File: src/rtl/register_write_selector.sv
// rtl/register_write_selector.sv - multi-port register write arbiter with issue/write-back scoreboard
// Optional build macro REG_ZERO_PROTECT_EN makes register 0 unwritable and never pending.
module register_write_selector #(
   parameter int NUM_REGS   = 32,
   parameter int ADDR_WIDTH = 5,
   parameter int NUM_PORTS  = 2
) (
   input  logic                            clk,
   input  logic                            reset,
   input  logic [NUM_PORTS-1:0]            we_i,
   input  logic [NUM_PORTS*ADDR_WIDTH-1:0] waddr_i,
   input  logic                            issue_valid_i,
   input  logic [ADDR_WIDTH-1:0]           issue_addr_i,
   output logic [NUM_REGS-1:0]             select_o,
   output logic [NUM_PORTS-1:0]            grant_o,
   output logic                            conflict_o,
   output logic                            range_err_o,
   output logic [NUM_REGS-1:0]             pending_o
);

`ifdef REG_ZERO_PROTECT_EN
   localparam bit ZERO_PROTECT = 1'b1;
`else
   localparam bit ZERO_PROTECT = 1'b0;
`endif

   logic [ADDR_WIDTH-1:0] port_addr [NUM_PORTS];
   logic [NUM_PORTS-1:0]  eligible;
   logic [NUM_REGS-1:0]   issue_mask;

   logic [NUM_REGS-1:0]   select_d, select_q;
   logic [NUM_PORTS-1:0]  grant_d, grant_q;
   logic                  conflict_d, conflict_q;
   logic                  range_err_d, range_err_q;
   logic [NUM_REGS-1:0]   pending_d, pending_q;

   always_comb begin
      range_err_d = 1'b0;
      eligible    = '0;
      for (int p = 0; p < NUM_PORTS; p++) begin
         port_addr[p] = waddr_i[p*ADDR_WIDTH +: ADDR_WIDTH];
         if (we_i[p] && int'(port_addr[p]) >= NUM_REGS) begin
            range_err_d = 1'b1;
         end
         eligible[p] = we_i[p] && (int'(port_addr[p]) < NUM_REGS) &&
                       !(ZERO_PROTECT && port_addr[p] == '0);
      end
      if (issue_valid_i && int'(issue_addr_i) >= NUM_REGS) begin
         range_err_d = 1'b1;
      end

      // Lowest-indexed eligible port owns an address; later duplicates lose.
      grant_d = eligible;
      for (int p = 1; p < NUM_PORTS; p++) begin
         for (int q = 0; q < p; q++) begin
            if (eligible[q] && eligible[p] && port_addr[q] == port_addr[p]) begin
               grant_d[p] = 1'b0;
            end
         end
      end
      conflict_d = |(eligible & ~grant_d);

      select_d   = '0;
      issue_mask = '0;
      for (int r = 0; r < NUM_REGS; r++) begin
         for (int p = 0; p < NUM_PORTS; p++) begin
            if (grant_d[p] && int'(port_addr[p]) == r) begin
               select_d[r] = 1'b1;
            end
         end
         issue_mask[r] = issue_valid_i && (int'(issue_addr_i) == r) &&
                         !(ZERO_PROTECT && r == 0);
      end

      // A same-cycle issue re-arms the bit after the write-back clears it.
      pending_d = (pending_q & ~select_d) | issue_mask;
   end

   always_ff @(posedge clk or negedge reset) begin
      if (!reset) begin
         select_q    <= '0;
         grant_q     <= '0;
         conflict_q  <= 1'b0;
         range_err_q <= 1'b0;
         pending_q   <= '0;
      end else begin
         select_q    <= select_d;
         grant_q     <= grant_d;
         conflict_q  <= conflict_d;
         range_err_q <= range_err_d;
         pending_q   <= pending_d;
      end
   end

   assign select_o    = select_q;
   assign grant_o     = grant_q;
   assign conflict_o  = conflict_q;
   assign range_err_o = range_err_q;
   assign pending_o   = pending_q;

endmodule

File: config.mk
export PLATFORM = sky130hd
export DESIGN_NAME = register_write_selector
export DESIGN_NICKNAME = d
export VERILOG_FILES = /design/src/rtl/register_write_selector.sv
export SDC_FILE = /design/constraint.sdc
export NUM_CORES = 1
export LEC_CHECK = 0
export BUFFER_PORTS_ARGS = -buffer_cell sky130_fd_sc_hd__clkbuf_2
export CORE_MARGIN = 3
export CORE_UTILIZATION = 30
export DETAILED_ROUTE_END_ITERATION = 16
export GPL_TIMING_DRIVEN = 0
export PLACE_DENSITY = 0.49
export SLEW_MARGIN = 0
export SYNTH_ARGS = -nofsm -noshare
export SYNTH_HDL_FRONTEND = slang
export SYNTH_SLANG_ARGS = --single-unit
export TNS_END_PERCENT = 5
File: constraint.sdc
create_clock -name clk -period 1.4 [get_ports clk]
set_input_delay 0.14 -clock clk [delete_from_list [all_inputs] [get_ports clk]]
set_output_delay 0.14 -clock clk [all_outputs]
set_load 0.005 [all_outputs]
# Yosys cells after proc, flatten, opt, wreduce, memory -nomap -nowiden
# Cells that the tools add are included.
[word_totals] reg_bits=67 mem_bits_ro=0 latch_bits=0 ramBits=0 n_memories=0
[op_classes] n_shift=0 n_eq_ne=94 n_mux=65 multipliers=0 reduce_logical=102 n_lt_le_gt_ge=0 bitwise_logic=5 add_sub_neg=0 div=0
[ops] op="5-bit == test, second input constant" count=48
[ops] op="5-bit by 4-bit == test with 1-bit output, second input constant" count=24
[ops] op="1-bit logical AND" count=98
[ops] op="1-bit 2-to-1 mux" count=65
[ops] op="5-bit by 3-bit == test with 1-bit output, second input constant" count=12
[ops] op="32-bit bitwise AND" count=1
[ops] op="32-bit NOT" count=1
[ops] op="32-bit bitwise OR" count=1
[ops] op="5-bit by 2-bit == test with 1-bit output, second input constant" count=6
[ops] op="5-bit by 1-bit == test with 1-bit output, second input constant" count=3
[ops] op="5-bit logical NOT" count=3
[ops] op="5-bit == test" count=1
[ops] op="2-bit bitwise AND" count=1
[ops] op="2-bit NOT" count=1
[ops] op="2-bit OR reduction" count=1

# Longest topological paths before layout
[logic_depth] ltp_word=8 depth_mapped=7 depth_no_buf=4

# Worst setup path before layout
# No wires, ideal clock.
[synth_path] path_type="input to register" start="input port waddr_i[7]" end="register pending_q[8], in the netlist pending_o[8]" setup_slack_ns=0.108 cell_stages=5 arrival_ns=1.172 cell_sequence="buf_4 -> or3b_4 -> nor4b_2 -> o21ai_1 -> a31o_1"
[synth_between] elab_chain_len=8
[synth_rtl] item="start: declaration" line="11" rtl="input logic [NUM_PORTS*ADDR_WIDTH-1:0] waddr_i,"
[synth_rtl] item="5-bit == test" line="56" rtl="if (eligible[q] && eligible[p] && port_addr[q] == port_addr[p]) begin"
[synth_rtl] item="1-bit logical AND" line="56"
[synth_rtl] item="1-bit 2-to-1 mux" line="56"
[synth_rtl] item="1-bit logical AND *" line="67" rtl="if (grant_d[p] && int'(port_addr[p]) == r) begin"
[synth_rtl] item="1-bit 2-to-1 mux *" line="67"
[synth_rtl] item="32-bit NOT *" line="76" rtl="pending_d = (pending_q & ~select_d) | issue_mask;"
[synth_rtl] item="32-bit bitwise AND *" line="76"
[synth_rtl] item="32-bit bitwise OR *" line="76"
[synth_rtl] item="named net pending_d[8]" line="35" rtl="logic [NUM_REGS-1:0] pending_d, pending_q;"
[synth_rtl] item="end signal: assignment" line="91" rtl="pending_q <= pending_d;"
[synth_rtl] item="end: declaration" line="35"
# Mark *: on every way through the listed nets, which the timed path passes. The rest lies on a longest branch.

# Final worst setup path
[layout_path] start="input port waddr_i[7]" end="register pending_q[3], in the netlist pending_o[3]"
# Same word-level chain as after synthesis.

==> implementation parameters <==
Parameter                              Value

Synthesis
  Nets in the synthesized netlist    329
  Mux contribution to synthesized area    0
  Total of flip-flops plus latches after synthesis    67
  Post-synth top area share    0.5296
  Proportion of synthesized chip area in sequential cells    0.5296
  Area fraction in compound gates after synthesis    0.1763
  Warnings from Yosys    0
  Post-synthesis cell type with the largest combined area    sky130_fd_sc_hd__dfrtp_1
  Cells taking the most area after synthesis    sky130_fd_sc_hd__dfrtp_1 53%, sky130_fd_sc_hd__nand2_1 8.3%, sky130_fd_sc_hd__a32o_1 7.6%
  Post-Syn Area    3166 µm²
  Synthesized-area fraction occupied by and/or/nand/nor cells    0.2296
  Count of distinct cell types in the synthesized netlist    42
  Dominant combinational cell family by area after synthesis    simple AND/OR/NAND/NOR gates
  Syn Inst Count    309
  Average cell area after synthesis    slightly above 10 µm²
  Xor-xnor portion of the synthesized cell area    0.01621
  Post-synthesis share of cell area spent on full adders, half adders and majority gates    0

Timing
  Worst Tran Pin Value    0.7302 ns
  Number of max-slew violations in the final report    0
  Setup violators final    0
  Minimum clock period    1.255 ns
  Highest attainable clock frequency    796.8 MHz
  Hold Violations, Final    0
  Final worst path period share    0.8965
  Relative slew margins    0.5114
  Worst setup margin    0.1449 ns
  Unrepaired setup endpoints after global routing    false
  Post-route clock skew    0 ns

Routing
  1st-iter DRT viols    roughly 180
  Average vias per placed instance    about 5.1
  DRT Wirelength    9683 µm
  DRC Markers    0
  Avg WL per Cell    18.07 µm
  Residual antenna-violating net count after detailed routing    0
  Total number of vias    2718
  Detailed Routing Iterations Pass 1    4

Pwr
  Power density over the cells    about 1300 nW/µm²
  Worst VDD drop    0.4102 mV
  Static power due to leakage    a little under 2 nW

Die
  Num rows    36
  Count of boundary I/O pins    88
  Die outline height    108.7 µm
  Die outline area    around 12000 µm²
  Placeable core area    10000 µm²
  Initial Utilization    0.3166
  Die width    between 100 and 150 µm

Clock network
  CTS tree    built
  Cell at the root of the clock tree    sky130_fd_sc_hd__clkbuf_8
  Number of buffers between clock root and the deepest sink    2
  Maximum level of the CTS H-tree    3
  Worst-skew pair later-pin latency    0.34 ns
  Inserted Clock Buffers    9
  Number of sinks on the clock net    between 60 and 70
  Reg clk slew, reported paths    around 0.07 ns

GRT
  Maximum number of pins on one net before global-route repair    42
  First-pass GRT wire length    15350 µm
  Number of antenna violations at the first check in global routing    0
  Global-route usage over all layers    0.1734
  Remaining global-route overflow    0
  Number of global-route vias before repair    roughly 2800

Cells and area
  Filler Cell Count    1051
  Most frequent cells in the layout    77 x sky130_fd_sc_hd__clkbuf_2, 70 x sky130_fd_sc_hd__nand2_1, 67 x sky130_fd_sc_hd__dfrtp_1
  Final design area excluding fillers    4003 µm²
  Net count reported at finish    419
  Area Overhead vs Synth    26.44%
  Share of cells above drive strength 1    0.3077
  Antenna diode count    0
  Most common library cell in the layout ignoring fill and taps    sky130_fd_sc_hd__clkbuf_2

Placed design
  Instance area at placement    3735 µm²
  Number of buffers inserted by port buffering    76
  Routability congestion estimate    0.8693
  Worst setup timing slack at the placement stage    -0.4139 ns
  Post-DP HPWL    7364 µm

Job
  Number of maximum-capacitance constraint violations    0

Critical path
  Critical path arrival    1.49 ns
  Category of the worst setup path launch point    primary input
  Worst Path Class, Setup    in -> reg
  Worst path top cell family by delay    simple AND/OR/NAND/NOR gates
  Endpoint class of the critical path    flop
  CP startpoint    waddr_i[7]
  Data required, critical path    1.64 ns
  Library cell contributing the largest single delay on the critical path    sky130_fd_sc_hd__nor3b_1
  Buffering stage count on the worst path with inverters included    1
  Biggest fanout along the worst timing path    9
  Critical Path Max Stage Delay    0.62 ns
  Launch point of the worst reg-to-reg path    pending_o[2]$_DFF_PN0_
  Cell breakdown of the critical path    buf_4 -> nor3b_1 -> o211ai_1 -> a32o_1

Worst hold path
  Startpoint of the most critical hold path    we_i[1]
  Hold Crit Class    in -> reg

Run status
  Status    finished clean
## where the power goes
part           leakage (nW)  internal (W)  total, W  switching, W
clock                 0.112       0.00117   0.00191      0.000737
sequential            0.886       0.00216   0.00230      0.000134
combinational         0.987      0.000402  0.000822      0.000421
## timing repair
| action | in CTS | in global routing |
|---|---|---|
| buffers inserted | 0 | 0 |
| resized for setup | 1 | 2 |
| hold buffers | 2 | 0 |
| endpoints found under the hold margin | 27 | 0 |
| endpoints found under the setup margin | 2 | 4 |
## path summary, 6_finish.rpt
path / end / slack, ns / depth (start not counted)
worst min-delay path: grant_o[1]$_DFF_PN0_ / 0.13 / 2
worst max-delay path: pending_o[3]$_DFF_PN0_ / 0.14 / 4
max in group asynchronous: pending_o[31]$_DFF_PN0_ / 0.58 / 3
worst min register to register: pending_o[0]$_DFF_PN0_ / 0.51 / 1
min in group asynchronous: pending_o[11]$_DFF_PN0_ / 0.28 / 2
worst max register to register: pending_o[2]$_DFF_PN0_ / 0.65 / 1
## cell type report
class                           instances  area (µm²)  area share
Buffer                                 21       145.1     0.03626
Clock buffer                           10       127.6     0.03188
Inverter                                1       3.754   0.0009378
Timing Repair Buffer                   79       422.9      0.1057
Clock inverter                          5       102.6     0.02563
Multi-Input combinational cell        220        1358      0.3392
Sequential cell                        67        1677      0.4189
Tap cell                              133       166.4     0.04158
## synthesized netlist by cell type
cell type	count
sky130_fd_sc_hd__and3_1	3
sky130_fd_sc_hd__nor2b_1	9
sky130_fd_sc_hd__and3b_1	1
sky130_fd_sc_hd__o21ai_1	3
sky130_fd_sc_hd__nor2_1	24
sky130_fd_sc_hd__a21boi_0	1
sky130_fd_sc_hd__and4_1	2
sky130_fd_sc_hd__inv_1	1
sky130_fd_sc_hd__buf_12	1
sky130_fd_sc_hd__and2_1	5
sky130_fd_sc_hd__conb_1	1
sky130_fd_sc_hd__and4bb_2	2
sky130_fd_sc_hd__nor4b_2	1
sky130_fd_sc_hd__o211ai_1	8
sky130_fd_sc_hd__o21ai_0	13
sky130_fd_sc_hd__clkbuf_2	2
sky130_fd_sc_hd__nand3_1	1
sky130_fd_sc_hd__a32o_1	24
sky130_fd_sc_hd__xnor2_2	1
sky130_fd_sc_hd__o21ai_2	6
sky130_fd_sc_hd__or3b_1	1
sky130_fd_sc_hd__dfrtp_1	67
sky130_fd_sc_hd__nor4bb_1	1
sky130_fd_sc_hd__clkbuf_1	6
sky130_fd_sc_hd__nor3_1	4
sky130_fd_sc_hd__buf_6	4
sky130_fd_sc_hd__nand3b_1	5
sky130_fd_sc_hd__nand4_1	1
sky130_fd_sc_hd__nor3b_2	1
sky130_fd_sc_hd__nand2_1	70
sky130_fd_sc_hd__o22ai_1	4
sky130_fd_sc_hd__buf_4	3
sky130_fd_sc_hd__a21oi_1	4
sky130_fd_sc_hd__o211ai_2	3
sky130_fd_sc_hd__nor3b_1	1
sky130_fd_sc_hd__a31o_1	4
sky130_fd_sc_hd__and4b_1	3
sky130_fd_sc_hd__nand2b_1	7
sky130_fd_sc_hd__nor4b_1	1
sky130_fd_sc_hd__buf_2	5
sky130_fd_sc_hd__xnor2_1	4
sky130_fd_sc_hd__or3b_4	1
## layer usage
| layer | GRT usage | share of wire | wire length [µm] |
|---|---|---|---|
| met1 | 0.2395 | 0.47 | 4510 |
| met2 | 0.2630 | 0.45 | 4366 |
| met3 | 0.04204 | 0.064 | 621 |
| met4 | 0.06583 | 0.019 | 184 |
| met5 | 0 | 0 | 0 |
## kinds of logic after synthesis
group                  after synthesis
AO/OA/AOI/OAI                       70
XOR/XNOR                             5
buffers and inverters               22
flip-flops                          67
other                                1
AND/OR/NAND/NOR                    144
## per-stage QoR
step,cells,total power [W],hold slack [ns],setup TNS (ns),util
global route,536,0.005286,0.1317,0,0.4003
floorplan,309,0.002721,-0.1556,0,-
CTS,536,0.005090,0.1233,0,0.3991
detailed placement,519,0.003164,0.1203,-5.745,0.3735
global placement,518,0.003137,0.2979,-26.19,0.3712
finish,536,0.005025,0.1301,0,0.4003
## sequential cells by signal, indices dropped and copies added, names as in the netlist
signal / cells
grant_o: 2
conflict_o: 1
select_o: 32
pending_o: 32
Note: power is estimated with default switching activity, not from simulation.
